[src/rtl/aesl_deadlock_pkg.sv]
// Shared types and constants for the dataflow deadlock monitor.
package aesl_deadlock_pkg;

  localparam int unsigned PROC_IDX_W   = 5;
  localparam int unsigned DETECT_CNT_W = 8;

  typedef enum logic [1:0] {
    ST_IDLE    = 2'd0,
    ST_ARMING  = 2'd1,
    ST_BLOCKED = 2'd2
  } dl_state_e;

  // Saturating increment for the declaration counter.
  function automatic logic [DETECT_CNT_W-1:0] sat_inc(input logic [DETECT_CNT_W-1:0] value);
    if (value == {DETECT_CNT_W{1'b1}}) begin
      return value;
    end else begin
      return value + DETECT_CNT_W'(1);
    end
  endfunction

endpackage

[src/rtl/aesl_deadlock_axis_map.sv]
// Folds per-axis blocked flags onto their owning process slots.
module aesl_deadlock_axis_map
  import aesl_deadlock_pkg::*;
#(
  parameter int                               N_PROC   = 6,
  parameter int                               N_AXIS   = 2,
  parameter logic [N_AXIS*PROC_IDX_W-1:0]     AXIS_MAP = {5'd5, 5'd0}
) (
  input  logic [N_AXIS-1:0] axis_block_sigs,
  output logic [N_PROC-1:0] axis_vec
);

  logic [N_PROC-1:0] axis_vec_s;

  // OR every axis flag into the process it is mapped to; unmapped processes stay 0.
  always_comb begin
    axis_vec_s = {N_PROC{1'b0}};
    for (int p = 0; p < N_PROC; p++) begin
      for (int k = 0; k < N_AXIS; k++) begin
        if (AXIS_MAP[k*PROC_IDX_W +: PROC_IDX_W] == PROC_IDX_W'(p)) begin
          axis_vec_s[p] = axis_vec_s[p] | axis_block_sigs[k];
        end else begin
          axis_vec_s[p] = axis_vec_s[p];
        end
      end
    end
  end

  assign axis_vec = axis_vec_s;

endmodule

[src/rtl/aesl_deadlock_param_monitor.sv]
// Declares a deadlock once every process is stopped, with at least one axis
// input blocked, for CONFIRM_CYCLES consecutive cycles.
module aesl_deadlock_param_monitor
  import aesl_deadlock_pkg::*;
#(
  parameter int                           N_PROC         = 6,
  parameter int                           N_AXIS         = 2,
  parameter logic [N_AXIS*PROC_IDX_W-1:0] AXIS_MAP       = {5'd5, 5'd0},
  parameter int                           CONFIRM_CYCLES = 4,
  parameter bit                           STICKY         = 1'b1
) (
  input  logic                    clock,
  input  logic                    reset,
  input  logic [N_AXIS-1:0]       axis_block_sigs,
  input  logic [N_PROC-1:0]       inst_idle_sigs,
  input  logic [N_PROC-1:0]       inst_block_sigs,
  input  logic                    clear,
  output logic                    block,
  output logic                    block_pulse,
  output logic [N_PROC-1:0]       blocked_proc_vec,
  output logic [DETECT_CNT_W-1:0] detect_count
);

  localparam int                 CNT_W     = $clog2(CONFIRM_CYCLES + 1);
  localparam logic [CNT_W-1:0]   CONFIRM_C = CNT_W'(CONFIRM_CYCLES);

  logic [N_PROC-1:0]       axis_vec_s;
  logic [N_PROC-1:0]       stop_s;
  logic                    cand_s;
  logic                    enter_s;
  logic [CNT_W-1:0]        cnt_inc_s;
  logic [CNT_W-1:0]        cnt_nxt_s;
  dl_state_e               state_nxt_s;
  dl_state_e               state_r;
  logic [CNT_W-1:0]        cnt_r;
  logic                    block_r;
  logic                    pulse_r;
  logic [N_PROC-1:0]       vec_r;
  logic [DETECT_CNT_W-1:0] detect_r;

  aesl_deadlock_axis_map #(
    .N_PROC   (N_PROC),
    .N_AXIS   (N_AXIS),
    .AXIS_MAP (AXIS_MAP)
  ) u_axis_map (
    .axis_block_sigs (axis_block_sigs),
    .axis_vec        (axis_vec_s)
  );

  assign stop_s    = inst_idle_sigs | inst_block_sigs | axis_vec_s;
  assign cand_s    = (|axis_vec_s) & (&stop_s);
  assign cnt_inc_s = cnt_r + CNT_W'(1);
  assign enter_s   = (state_nxt_s == ST_BLOCKED) && (state_r != ST_BLOCKED);

  // Next-state and stall-counter logic; clear outranks cand in every state.
  always_comb begin
    state_nxt_s = state_r;
    cnt_nxt_s   = cnt_r;
    case (state_r)
      ST_IDLE: begin
        if (clear || !cand_s) begin
          state_nxt_s = ST_IDLE;
          cnt_nxt_s   = {CNT_W{1'b0}};
        end else if (CONFIRM_CYCLES == 1) begin
          state_nxt_s = ST_BLOCKED;
          cnt_nxt_s   = {CNT_W{1'b0}};
        end else begin
          state_nxt_s = ST_ARMING;
          cnt_nxt_s   = CNT_W'(1);
        end
      end
      ST_ARMING: begin
        if (clear || !cand_s) begin
          state_nxt_s = ST_IDLE;
          cnt_nxt_s   = {CNT_W{1'b0}};
        end else if (cnt_inc_s == CONFIRM_C) begin
          state_nxt_s = ST_BLOCKED;
          cnt_nxt_s   = {CNT_W{1'b0}};
        end else begin
          state_nxt_s = ST_ARMING;
          cnt_nxt_s   = cnt_inc_s;
        end
      end
      ST_BLOCKED: begin
        cnt_nxt_s = {CNT_W{1'b0}};
        if (clear || (!STICKY && !cand_s)) begin
          state_nxt_s = ST_IDLE;
        end else begin
          state_nxt_s = ST_BLOCKED;
        end
      end
      default: begin
        state_nxt_s = ST_IDLE;
        cnt_nxt_s   = {CNT_W{1'b0}};
      end
    endcase
  end

  // State, counter and registered outputs; the snapshot is taken only on entry to BLOCKED.
  always_ff @(posedge clock) begin
    if (reset) begin
      state_r  <= ST_IDLE;
      cnt_r    <= {CNT_W{1'b0}};
      block_r  <= 1'b0;
      pulse_r  <= 1'b0;
      vec_r    <= {N_PROC{1'b0}};
      detect_r <= {DETECT_CNT_W{1'b0}};
    end else begin
      state_r <= state_nxt_s;
      cnt_r   <= cnt_nxt_s;
      block_r <= (state_nxt_s == ST_BLOCKED);
      pulse_r <= enter_s;
      if (enter_s) begin
        vec_r    <= inst_block_sigs | axis_vec_s;
        detect_r <= sat_inc(detect_r);
      end
    end
  end

  assign block            = block_r;
  assign block_pulse      = pulse_r;
  assign blocked_proc_vec = vec_r;
  assign detect_count     = detect_r;

endmodule

[config.mk]
export PLATFORM = sky130hd
export DESIGN_NAME = aesl_deadlock_param_monitor
export DESIGN_NICKNAME = d
export VERILOG_FILES = /design/src/rtl/aesl_deadlock_pkg.sv /design/src/rtl/aesl_deadlock_axis_map.sv /design/src/rtl/aesl_deadlock_param_monitor.sv
export SDC_FILE = /design/constraint.sdc
export NUM_CORES = 1
export LEC_CHECK = 0
export ABC_AREA = 1
export ABC_CLOCK_PERIOD_IN_PS = 1600
export CORE_MARGIN = 4
export CORE_UTILIZATION = 45
export CTS_BUF_LIST = sky130_fd_sc_hd__clkbuf_8
export DETAILED_ROUTE_END_ITERATION = 12
export MAX_ROUTING_LAYER = met4
export PLACE_DENSITY = 0.77
export SYNTH_ARGS = -nofsm -noshare
export SYNTH_HDL_FRONTEND = slang
export SYNTH_SLANG_ARGS = --single-unit
[constraint.sdc]
create_clock -name clock -period 1.6 [get_ports clock]
set_input_delay 0.48 -clock clock [delete_from_list [all_inputs] [get_ports clock]]
set_output_delay 0.48 -clock clock [all_outputs]
set_load 0.02 [all_outputs]
Word level (Yosys, flattened, before mapping)
Index checks and enable logic that the tools add are counted.
{"block": "word_totals", "out_inout_bits": 16, "regBits": 21, "wordCells": 35, "inputBits": 17}
{"block": "op_classes", "reduce_logical": 7, "bitwise": 5, "add_sub_neg": 2, "n_mux": 9, "eq_ne": 6}
{"op": "OR 6 bit", "count": 3}
{"op": "adder 8 x 1 -> 8 bit, second input constant", "count": 1}
{"op": "equality test 8 bit, second input constant", "count": 1}
{"op": "2-to-1 mux 2 bit", "count": 3}
{"op": "2-to-1 mux 3 bit", "count": 2}
{"op": "case mux 2 bit (3 select lines)", "count": 1}
{"op": "case mux 3 bit (2 select lines)", "count": 1}
{"op": "AND reduction 6 bit", "count": 1}
{"op": "equality test 2 bit, second input constant", "count": 2}
{"op": "adder 3 x 1 -> 3 bit, second input constant", "count": 1}
{"op": "equality test 3 bit, second input constant", "count": 1}
{"op": "equality test 2 x 1 -> 1 bit, second input constant", "count": 1}
{"op": "logical NOT 2 bit", "count": 1}
{"op": "2-to-1 mux 1 bit", "count": 2}
{"op": "!= test 2 bit, second input constant", "count": 1}
{"op": "AND reduction 2 bit", "count": 1}
{"op": "OR reduction 2 bit", "count": 1}
{"op": "bitwise AND 1 bit", "count": 1}
{"op": "logical AND 1 bit", "count": 1}
{"op": "logical NOT 1 bit", "count": 1}
{"op": "logical OR 1 bit", "count": 1}
{"op": "NOT 1 bit", "count": 1}

Logic depth before layout (Yosys ltp)
Gate-level depths: netlist of the first run.
{"block": "depth", "word_depth": 11, "mapped_depth": 8, "mapped_depth_nobuf": 8}

Hierarchy
Synthesis of the first run repeated with hierarchy kept, for this count alone.
{"block": "unflattened", "cells_unflattened": 151, "area_unflattened_um2": 1166.1}
{"module": "aesl_deadlock_param_monitor", "seq_area_each_um2": 420.4, "area_per_inst_um2": 1117.3, "cells_each": 144, "n_inst": 1}
{"module": "aesl_deadlock_axis_map", "seq_area_each_um2": 0.0, "area_per_inst_um2": 48.8, "cells_each": 7, "n_inst": 1}

Worst setup path after synthesis of the first run
OpenSTA, ideal clock, no wires.
{"block": "synth_path", "path_kind": "reg2reg", "startpoint": "reg detect_r[0], in the netlist detect_count[0]", "endpoint": "reg detect_r[5], in the netlist detect_count[5]", "stages_incl_launch_ff": 8, "path_buffers": 0, "required_ns": 1.533, "arrival_ns": 1.457, "synth_period_minus_slack_ns": 1.523, "setup_slack_ns": 0.077, "setup_ns": 0.067, "cell_sequence": "dfxtp_1 > ha_1 > inv_1 > nor2_4 > nand4_4 > nand3_4 > nand2_1 > a21oi_2"}
{"block": "synth_between", "elab_chain_cells": 3, "word_cells_on_any_way": 4, "cone_classes": "add/sub (1); eq/ne (1); bitwise (1); reduce/logical (1)"}
{"element": "from (decl)", "line_no": "aesl_deadlock_param_monitor.sv:39", "text": "logic [DETECT_CNT_W-1:0] detect_r;"}
{"element": "from (signal assigned)", "line_no": "aesl_deadlock_param_monitor.sv:107", "text": "detect_r <= {DETECT_CNT_W{1'b0}};"}
{"element": "from (signal assigned)", "line_no": "aesl_deadlock_param_monitor.sv:115", "text": "detect_r <= sat_inc(detect_r);"}
{"element": "parallel branches: the longest is 3 deep, another holds adder 8 x 1 -> 8 bit"}
Several ways; the timed one is not identified.
A chain may end at the register's enable or synchronous reset.

Worst setup path in the final report of the first run
{"block": "layout_path", "startpoint": "reg cnt_r[0]", "endpoint": "reg pulse_r, in the netlist block_pulse"}
{"block": "layout_between", "elab_chain_cells": 7}
{"element": "from (decl)", "line_no": "aesl_deadlock_param_monitor.sv:35", "text": "logic [CNT_W-1:0] cnt_r;"}
{"element": "from (signal assigned)", "line_no": "aesl_deadlock_param_monitor.sv:103", "text": "cnt_r <= {CNT_W{1'b0}};"}
{"element": "from (signal assigned)", "line_no": "aesl_deadlock_param_monitor.sv:110", "text": "cnt_r <= cnt_nxt_s;"}
{"element": "adder 3 x 1 -> 3 bit", "line_no": "aesl_deadlock_param_monitor.sv:52", "text": "assign cnt_inc_s = cnt_r + CNT_W'(1);"}
{"element": "equality test 3 bit", "line_no": "aesl_deadlock_param_monitor.sv:76", "text": "end else if (cnt_inc_s == CONFIRM_C) begin"}
{"element": "2-to-1 mux 2 bit", "line_no": "aesl_deadlock_param_monitor.sv:76"}
{"element": "2-to-1 mux 2 bit", "line_no": "aesl_deadlock_param_monitor.sv:73", "text": "if (clear || !cand_s) begin"}
{"element": "case mux 2 bit (3 select lines)", "line_no": "aesl_deadlock_param_monitor.sv:59", "text": "case (state_r)"}
{"element": "equality test 2 bit", "line_no": "aesl_deadlock_param_monitor.sv:53", "text": "assign enter_s = (state_nxt_s == ST_BLOCKED) && (state_r != ST_BLOCKED);"}
{"element": "logical AND 1 bit", "line_no": "aesl_deadlock_param_monitor.sv:53"}
{"element": "to (signal assigned)", "line_no": "aesl_deadlock_param_monitor.sv:112", "text": "pulse_r <= enter_s;"}
{"element": "to (decl)", "line_no": "aesl_deadlock_param_monitor.sv:37", "text": "logic pulse_r;"}
Every way passes these cells.

==> results of run 1 <==
cells by family after synthesis:
logic type | Yosys count | synth area share (%)
xor gates and xnor gates | 2 | 1.561
and+or+nand+nor | 85 | 41.03
AOI/OAI and AO/OA | 18 | 8.919
adders and majority gates | 3 | 3.345
DFF | 21 | 37.46
buffers and inverters | 19 | 7.692
area by class of cell:
| class | instances | area (µm²) | share of cell area (%) |
|---|---|---|---|
| inverter | 15 | 56.30 | 3.328 |
| sequential | 21 | 421.7 | 24.93 |
| multi-input combinational | 110 | 678.2 | 40.09 |
| clock buffer | 3 | 41.29 | 2.441 |
| timing repair buffer | 50 | 454.2 | 26.85 |
| tap | 28 | 35.03 | 2.071 |
| clock inverter | 1 | 5.005 | 0.2959 |
metrics by stage:
stage	hold WS (ns)	area, µm²
floorplan	0.4507	1122
global placement	0.4543	1553
detailed placement	0.4623	1553
CTS	0.4756	1639
global route	0.4820	1692
finish	0.4514	1692
layout by cell type (no fill, tap or decap), types with 2 or more instances in the layout:
cell            Yosys  routed
nor2_2              0       3
clkbuf_8            0       3
inv_1              15      15
ha_1                3       3
nand2_1            35      33
dlymetal6s2s_1      0       7
nand3_4             1       2
buf_4               0      15
nand3_2             2       3
nand4_1             9       9
dfxtp_1            21      20
nand2_2             2       4
buf_6               2       3
nor2_4              2       3
dlygate4sd2_1       0      24
nor2_1             15      12
nand3b_1            3       3
a21oi_1            13      13
nand3_1             9       8
power groups by stage:
stage	clock network [mW]	registers, mW	logic, mW
after floorplan	0	0.537	0.0387
after global placement	0	0.537	0.0880
after detailed placement	0	0.538	0.0900
after CTS	0.355	0.525	0.0953
final	0.349	0.525	0.0997
after global routing	0.378	0.526	0.108
per-layer routing:
metal	share of wire, %	track usage (%)
met5	0	-
met2	49	33.87
met1	44	20.70
met3	5.3	3.341
met4	1.4	10.26
registers in the layout, summed over array words and instances, names as in the netlist:
signal	flops
detect_count	8
cnt_r	3
block	1
blocked_proc_vec	6
state_r	2
block_pulse	1
what timing repair did:
item                       CTS  global route
pin swaps                   14            15
gates resized for setup     28            17
hold buffers                 0             0
setup buffers                4             0
gates cloned                 2             0
setup endpoints to repair   33            17
worst paths after layout:
kind / endpoint / startpoint
hold / removal: cnt_r[0] / cnt_r[0]
setup reg to reg: block_pulse / cnt_r[0]
hold reg to reg: cnt_r[0] / cnt_r[0]
setup / recovery: block_pulse / cnt_r[0]
worst max-delay path, cell delays in order (launching register included):
cell and delay, ns:
dfxtp_2 0.34, ha_1 0.20, or2_1 0.26, nand3_2 0.10
nor2_4 0.06, buf_4 0.15, nand2_8 0.08, a21oi_4 0.06
and2_1 0.14
==> out/results.txt, run 1 <==
Netlist Area Pre-Place = 1122 µm²
Net Switching = 0.2291 mW
Worst setup EP type = register
Worst Hold Class = reg2reg
Skew final = 0.003495 ns
Core ar. = 2297 µm²
Pre-CTS setup slack = -0.3685 ns
Gr usage total = 19.39%
P&R area growth vs syn = 50.72%
Post-synth top area share = 37.46%
Routed Antenna Nets = 0
Status = completed
Clock Latency Late Sink = 0.26 ns
Clk pin slew, worst setup/hold paths = 0.08 ns
Arr. time, crit path = 1.64 ns
Synth warn = 0
Initial DRC count = 41
Synth cell count leaders = nand2_1, dfxtp_1, inv_1, nor2_1, a21oi_1
Final worst slack = 0.1163 ns
Die height = 57.94 µm
EDFF count, synth = 0
H-tree depth = 1
Most frequent cell after synthesis = nand2_1
Largest net degree at the start of global routing = 13
Async S/R FF share, synth = 0%
GPL Wtd Cong = 0.8333
Reg2Reg Depth = 8
Remaining DRCs = 0
Slew headroom = 83.84%
Ports = 33
Final setup viols = 0
CTS sink cnt = 21
Reg-to-reg slack, setup = 0.12 ns
Vias in the first global route = 1247
RSZ-0062 raised after global routing = false
Synth Net Count = 168
Synth area leaders = dfxtp_1, nand2_1, a21oi_1
Distinct cells, synth = 27
Sequential area share after synthesis = 37.46%
Root buf cell = clkbuf_8
First-pass DRT Iterations = 4
Combinational power share = 10.2%
Power per standard cell area = 576.0 nW/µm²
Setup TNS = 0 ns
Clock Power Share = 35.9%
Non-Filler Instances = 228
Syn Area/Cell = 7.583 µm²
Crit path launch type = register
Remaining Overflow, GRT = 0
Main synth FF type = dfxtp_1
Switching share of power = 23.51%
DP Cell Count = 218
Global-route wire length before repair = 5.037 mm
Fmax = 0.6740 GHz
VDD IR max = 0.4859 mV
Final Cycle Share = 92.73%
Max-cap viol count = 0
Worst slew pin tran = 0.2416 ns
WS Path Type = reg2reg
Routed WL = 2.933 mm
Count of input and output buffers = 32
WHS Path Cells = 1
Vias per cell = 5.158
Final Core Density = 73.64%
Detailed placement HPWL = 2.063 mm
Final Power = 0.9743 mW
Crit Path Max Fanout = 8
Mapped Cells = 148
Register share of total power = 53.9%
Per-cell routed wire length = 12.86 µm
Layout fillers = 177
Area leader, netlist = dfxtp_1
Crit path time final = 1.484 ns
Antenna diodes = 0
Layout cells sized above 1 = 22.00%
Seq cells post-synth = 21
CTS tree = built
Vias = 1176
Final hold violations = 0
LEAKAGE = 0.8433 nW
Num CTS Buffers = 3
Row count = 17
Worst EP required = 1.76 ns
Worst-case clock buffer depth = 2
Initial Utilization = 48.86%
Final Max Slew Viols = 0
P_int = 0.7453 mW
Initial antenna violation count = 0
Area of the die = 3357 µm²
Chip width = 57.94 µm
Final nets = 221
No activity file was read; power rests on OpenSTA's default activity.
==> inputs of run 2 (changes only) <==
==> constraint.sdc (replaced) <==
create_clock -name clock -period 1.6 [get_ports clock]
set_input_delay 0.24 -clock clock [delete_from_list [all_inputs] [get_ports clock]]
set_output_delay 0.24 -clock clock [all_outputs]
set_load 0.02 [all_outputs]
==> run 2 against run 1 <==
Clock-buffer cell count stayed put; global-route usage is 3.1 points lower; critical path depth is 7 lower; core utilization is 4.1 points lower; worst setup slack worse by 0.076 ns; non-clock buffer count is 6 lower; via count is 4.8% lower.
==> out/results.txt, run 2 (synthesis results as in run 1) <==
Status = completed (unchanged)
Arr. time, crit path = 1.32 ns (was 1.64 ns)
Final Max Slew Viols = 0 (unchanged)
Final instance area = 1598 µm² (was 1692 µm²)
Final hold violations = 0 (unchanged)
Count of input and output buffers = 32 (unchanged)
Worst path slowest cell = clkdlybuf4s50_1 (was dfxtp_2)
Vias = 1119 (was 1176)
Crit Path Max Fanout = 5 (was 8)
Skew final = 0.002119 ns (was 0.003495 ns)
LEAKAGE = 0.7289 nW (was 0.8433 nW)
Hold Worst Slack = 0.4525 ns (was 0.4514 ns)
Final Cycle Share = 97.45% (was 92.73%)
Per-cell routed wire length = 11.17 µm (was 12.86 µm)
Remaining Overflow, GRT = 0 (unchanged)
Initial Utilization = 48.86% (unchanged)
Layout cells sized above 1 = 15.63% (was 22.00%)
Worst-case clock buffer depth = 2 (unchanged)
Non-Filler Instances = 220 (was 228)
Commonest cells after routing, fill and taps aside = nand2_1, clkdlybuf4s50_1, dfxtp_1 (was nand2_1, dlygate4sd2_1, dfxtp_1)
Vias per cell = 5.086 (was 5.158)
Chip width = 57.94 µm (unchanged)
H-tree depth = 1 (unchanged)
WS Path Type = reg2out (was reg2reg)
First-pass DRT Iterations = 4 (unchanged)
CTS sink cnt = 21 (unchanged)
Power per standard cell area = 590.4 nW/µm² (was 576.0 nW/µm²)
Clk pin slew, worst setup/hold paths = 0.07 ns (was 0.08 ns)
Ports = 33 (unchanged)
Root buf cell = clkbuf_8 (unchanged)
CP delay by family, top = buffers and inverters (was simple AND/OR/NAND/NOR gates)
Num CTS Buffers = 3 (unchanged)
Layout fillers = 196 (was 177)
Final setup viols = 0 (unchanged)
GPL Wtd Cong = 0.8126 (was 0.8333)
Initial DRC count = 19 (was 41)
DP Area = 1508 µm² (was 1553 µm²)
Remaining DRCs = 0 (unchanged)
Hold_buf cts = 0 (unchanged)
Crit path launch type = register (unchanged)
RR Startpoint = cnt_r[0] (unchanged)
Gr usage total = 16.30% (was 19.39%)
Reg2Reg Depth = 7 (was 8)
Final nets = 213 (was 221)
Slew headroom = 82.39% (was 83.84%)
Die height = 57.94 µm (unchanged)
Detailed placement HPWL = 1.949 mm (was 2.063 mm)
Vias in the first global route = 1064 (was 1247)
CTS tree = built (unchanged)
VDD IR max = 0.5047 mV (was 0.4859 mV)
Crit path time final = 1.559 ns (was 1.484 ns)
Worst slew pin tran = 0.2613 ns (was 0.2416 ns)
Max-cap viol count = 0 (unchanged)
WP depth = 1 (was 8)
Clock Latency Late Sink = 0.25 ns (was 0.26 ns)
Fmax = 0.6414 GHz (was 0.6740 GHz)
Setup TNS = 0 ns (unchanged)
Routed WL = 2.458 mm (was 2.933 mm)
Worst EP required = 1.36 ns (was 1.76 ns)
Buf+Inv Stages, Crit Path = 1 (unchanged)
Worst Hold Class = reg2reg (unchanged)
End point of the critical path = detect_count[3] (was block_pulse)
Crit path launch = detect_count[3] (was cnt_r[0])
Antenna diodes = 0 (unchanged)
Routed Antenna Nets = 0 (unchanged)
Worst path cell trace = clkdlybuf4s50_1 (was ha_1 -> or2_1 -> nand3_2 -> nor2_4 -> buf_4 -> nand2_8 -> a21oi_4 -> and2_1)
Worst setup EP type = primary output (was register)
Largest net degree at the start of global routing = 14 (was 13)
RSZ-0062 raised after global routing = false (unchanged)
Reg-to-reg slack, setup = 0.12 ns (about the same)
P&R area growth vs syn = 42.36% (was 50.72%)
Row count = 17 (unchanged)
Worst path max stage delay = 0.64 ns (was 0.34 ns)
DP Cell Count = 212 (was 218)
Final Power = 0.9433 mW (was 0.9743 mW)
FF-to-FF End = blocked_proc_vec[0] (was block_pulse)
Global-route wire length before repair = 4.298 mm (was 5.037 mm)
Initial antenna violation count = 0 (unchanged)
Area of the die = 3357 µm² (unchanged)
Core ar. = 2297 µm² (unchanged)
Commonest non-fill, non-tap cell in the layout = nand2_1 (unchanged)
Max reg flops = 8 (unchanged)
==> run 2: layout make-up <==
| cell class | instances | area, µm² | share of cell area [%] |
|---|---|---|---|
| Clock buffer | 3 | 41.29 | 2.584 |
| Clock inverter | 1 | 3.754 | 0.2349 |
| Inverter | 15 | 56.30 | 3.524 |
| Multi-Input combinational cell | 108 | 619.3 | 38.76 |
| Sequential cell | 21 | 421.7 | 26.39 |
| Tap cell | 28 | 35.03 | 2.193 |
| Timing Repair Buffer | 44 | 420.4 | 26.31 |
==> run 2: per-stage QoR <==
stage	utilization, %	setup WS, ns
after floorplan	-	0.07662
after global placement	65.63	-0.09225
after detailed placement	65.63	-0.1274
after CTS	67.54	0.004663
after global routing	69.55	0.0008141
final	69.55	0.04080
==> run 2: power breakdown <==
part	internal, mW	switching, mW
sequential	0.524	0.00150
clock	0.170	0.155
combinational	0.0537	0.0391
==> run 2: how the worst min path moves through the flow <==
| stage | to | from | cells past startpoint | slack [ns] |
|---|---|---|---|---|
| floorplan | blocked_proc_vec[1] | inst_block_sigs[1] | 2 | 0.40 |
| global placement | blocked_proc_vec[2] | blocked_proc_vec[2] | 2 | 0.45 |
| detailed placement | blocked_proc_vec[1] | blocked_proc_vec[1] | 2 | 0.45 |
| CTS | blocked_proc_vec[5] | blocked_proc_vec[5] | 2 | 0.47 |
| global route | cnt_r[0] | cnt_r[0] | 1 | 0.49 |
| finish | cnt_r[0] | cnt_r[0] | 1 | 0.45 |
==> run 2: timing repair <==
item / CTS / global route
resized for setup: 1 / 6
pin swaps: 0 / 2
endpoints found under the setup margin: 1 / 19
buffers inserted: 0 / 4
==> run 2: routing by layer <==
layer	track usage, %	wire length (µm)	up-vias	share of wire, %
met2	27.10	1223	35	50
met3	2.673	150	4	6.1
met1	19.08	1058	502	43
li1	-	-	578	-
met5	-	0	-	0
met4	7.616	25	0	1.0
==> inputs of run 3 (changes only) <==
--- a/config.mk
+++ b/config.mk
@@ -6,7 +6,7 @@
 export NUM_CORES = 1
 export LEC_CHECK = 0
 export ABC_AREA = 1
-export ABC_CLOCK_PERIOD_IN_PS = 1600
+export ABC_CLOCK_PERIOD_IN_PS = 1500
 export CORE_MARGIN = 4
 export CORE_UTILIZATION = 45
 export CTS_BUF_LIST = sky130_fd_sc_hd__clkbuf_8
==> constraint.sdc (replaced) <==
create_clock -name clock -period 1.5 [get_ports clock]
set_input_delay 0.225 -clock clock [delete_from_list [all_inputs] [get_ports clock]]
set_output_delay 0.225 -clock clock [all_outputs]
set_load 0.02 [all_outputs]
==> run 3 against run 2 <==
Die area stayed put; largest power group unchanged; via count rose by 9.7%; worst setup slack better by 0.0029 ns; register-to-register slack worse by 0.07 ns; highest routed layer unchanged; critical endpoint is now detect_count[1]; cell area up 7.8%; critical path depth stayed put; clock-buffer cell count unchanged; cell count up 3.6%.
==> out/results.txt, run 3 (synthesis results as in run 1) <==
CTS tree = built (unchanged)
Routed WL = 3.084 mm (was 2.458 mm)
Chip width = 57.94 µm (unchanged)
Num CTS Buffers = 3 (unchanged)
H-tree depth = 1 (unchanged)
GPL Wtd Cong = 0.8617 (was 0.8126)
Per-cell routed wire length = 13.53 µm (was 11.17 µm)
Antenna diodes = 0 (unchanged)
Final setup viols = 0 (unchanged)
Largest net degree at the start of global routing = 14 (unchanged)
Buf+Inv Stages, Crit Path = 1 (unchanged)
Vias = 1228 (was 1119)
Root buf cell = clkbuf_8 (unchanged)
Slew headroom = 82.16% (was 82.39%)
Vias per cell = 5.386 (was 5.086)
P&R area growth vs syn = 53.40% (was 42.36%)
Max-cap viol count = 0 (unchanged)
Worst path slowest cell = clkdlybuf4s50_1 (unchanged)
Hold_buf cts = 0 (unchanged)
Crit path time final = 1.456 ns
Worst path cell trace = clkdlybuf4s50_1 (unchanged)
Final nets = 221 (was 213)
Commonest cells after routing, fill and taps aside = nand2_1, clkdlybuf4s50_1, dfxtp_1 (unchanged)
Initial DRC count = 25 (was 19)
Crit Path Max Fanout = 5 (unchanged)
Hold Worst Slack = 0.4077 ns (was 0.4525 ns)
Seq. cell area = 427.9 µm² (was 421.7 µm²)
Fmax = 0.6867 GHz
Initial Utilization = 48.86% (unchanged)
Crit path launch type = register (unchanged)
Layout fillers = 185 (was 196)
CP delay by family, top = buffers and inverters (unchanged)
Worst slew pin tran = 0.2648 ns (was 0.2613 ns)
Vias in the first global route = 1185 (was 1064)
Row count = 17 (unchanged)
Worst Hold Class = in2reg (was reg2reg)
Clk pin slew, worst setup/hold paths = 0.07 ns (about the same)
DP Cell Count = 216 (was 212)
Worst-case clock buffer depth = 2 (unchanged)
Non-Filler Instances = 228 (was 220)
Detailed placement HPWL = 2.177 mm (was 1.949 mm)
CTS sink cnt = 21 (unchanged)
Worst path max stage delay = 0.61 ns (was 0.64 ns)
Final worst slack = 0.04366 ns (was 0.04080 ns)
Final Cycle Share = 97.09%
Ports = 33 (unchanged)
Power per standard cell area = 601.1 nW/µm² (was 590.4 nW/µm²)
Remaining Overflow, GRT = 0 (unchanged)
Count of input and output buffers = 32 (unchanged)
Routed Antenna Nets = 0 (unchanged)
Pre-CTS setup slack = -0.1921 ns (was -0.1274 ns)
Max reg flops = 8 (unchanged)
Layout cells sized above 1 = 22.50% (was 15.63%)
Die height = 57.94 µm (unchanged)
Commonest non-fill, non-tap cell in the layout = nand2_1 (unchanged)
Clock Latency Late Sink = 0.26 ns (was 0.25 ns)
First-pass DRT Iterations = 4 (unchanged)
Final hold violations = 0 (unchanged)
Worst setup EP type = primary output (unchanged)
Status = completed (unchanged)
VDD IR max = 0.5527 mV (was 0.5047 mV)
Area of the die = 3357 µm² (unchanged)
Skew final = 0.003271 ns (was 0.002119 ns)
Arr. time, crit path = 1.23 ns (was 1.32 ns)
Core ar. = 2297 µm² (unchanged)
Multi-input gate area = 665.6 µm² (was 619.3 µm²)
Initial antenna violation count = 0 (unchanged)
Worst EP required = 1.27 ns (was 1.36 ns)
Final Max Slew Viols = 0 (unchanged)
Gr usage total = 19.06% (was 16.30%)
WS Path Type = reg2out (unchanged)
LEAKAGE = 0.7574 nW (was 0.7289 nW)
Final Power = 1.035 mW (was 0.9433 mW)
Global-route wire length before repair = 4.892 mm (was 4.298 mm)
Remaining DRCs = 0 (unchanged)
==> run 3: cell types whose count changed in the layout (fill, tap and decap cells not counted), sizes merged <==
cell / previous run / this run
nand3: 12 / 13
clkdlybuf4s50: 28 / 25
dlygate4sd2: 1 / 4
clkinv: 0 / 1
nor2: 18 / 19
inv: 16 / 15
buf: 12 / 18
==> run 3: what timing repair did <==
action,in CTS,in global routing
resized for setup,8,10
setup endpoints to repair,19,17
pin swaps,1,9
hold endpoints to repair,0,0
setup buffers,2,4
cloned,0,2
==> run 3: final timing paths <==
path | from | to | slack, ns | cells after the start
hold reg to reg | blocked_proc_vec[3] | blocked_proc_vec[3] | 0.46 | 2
setup reg to reg | cnt_r[0] | block_pulse | 0.05 | 8
hold / removal | inst_block_sigs[4] | blocked_proc_vec[4] | 0.41 | 4
setup / recovery | detect_count[1] | detect_count[1] | 0.04 | 1
==> run 3: report_power, final <==
| part | leakage (nW) | internal, mW | switching [mW] | total [mW] |
|---|---|---|---|---|
| Clock | 0.0255 | 0.185 | 0.179 | 0.364 |
| Combinational | 0.560 | 0.0606 | 0.0504 | 0.111 |
| Sequential | 0.171 | 0.557 | 0.00252 | 0.560 |
==> run 3: area by class of cell <==
class	count	area share (%)
Timing Repair Buffer	50	28.49
Clock inverter	1	0.2907
Clock buffer	3	2.398
Tap cell	28	2.035
Inverter	15	3.270
Multi-Input combinational cell	110	38.66
Sequential cell	21	24.85
==> run 3: worst register-to-register path, delay by kind of cell (launching register included) <==
kind | cells | cell delay (ns)
AND/OR/NAND/NOR | 5 | 0.61
adder cells (fa/ha/maj) | 1 | 0.16
flip-flops | 1 | 0.37
buffers and inverters | 1 | 0.14
AO/OA/AOI/OAI | 1 | 0.07
==> run 3: per-layer routing <==
metal | vias to the layer above | GRT usage (%) | routed length (µm)
met4 | 0 | 9.934 | 65
met2 | 50 | 33.55 | 1597
li1 | 594 | - | -
met1 | 576 | 20.32 | 1228
met5 | - | - | 0
met3 | 8 | 3.118 | 193
==> run 3: through the flow <==
step	util [%]	setup TNS, ns	cell area [µm²]
final	74.95	0	1722
after global routing	74.95	-0.01478	1722
after CTS	71.02	0	1632
after detailed placement	67.05	-3.061	1540
after global placement	67.05	-2.613	1540
after floorplan	-	0	1125
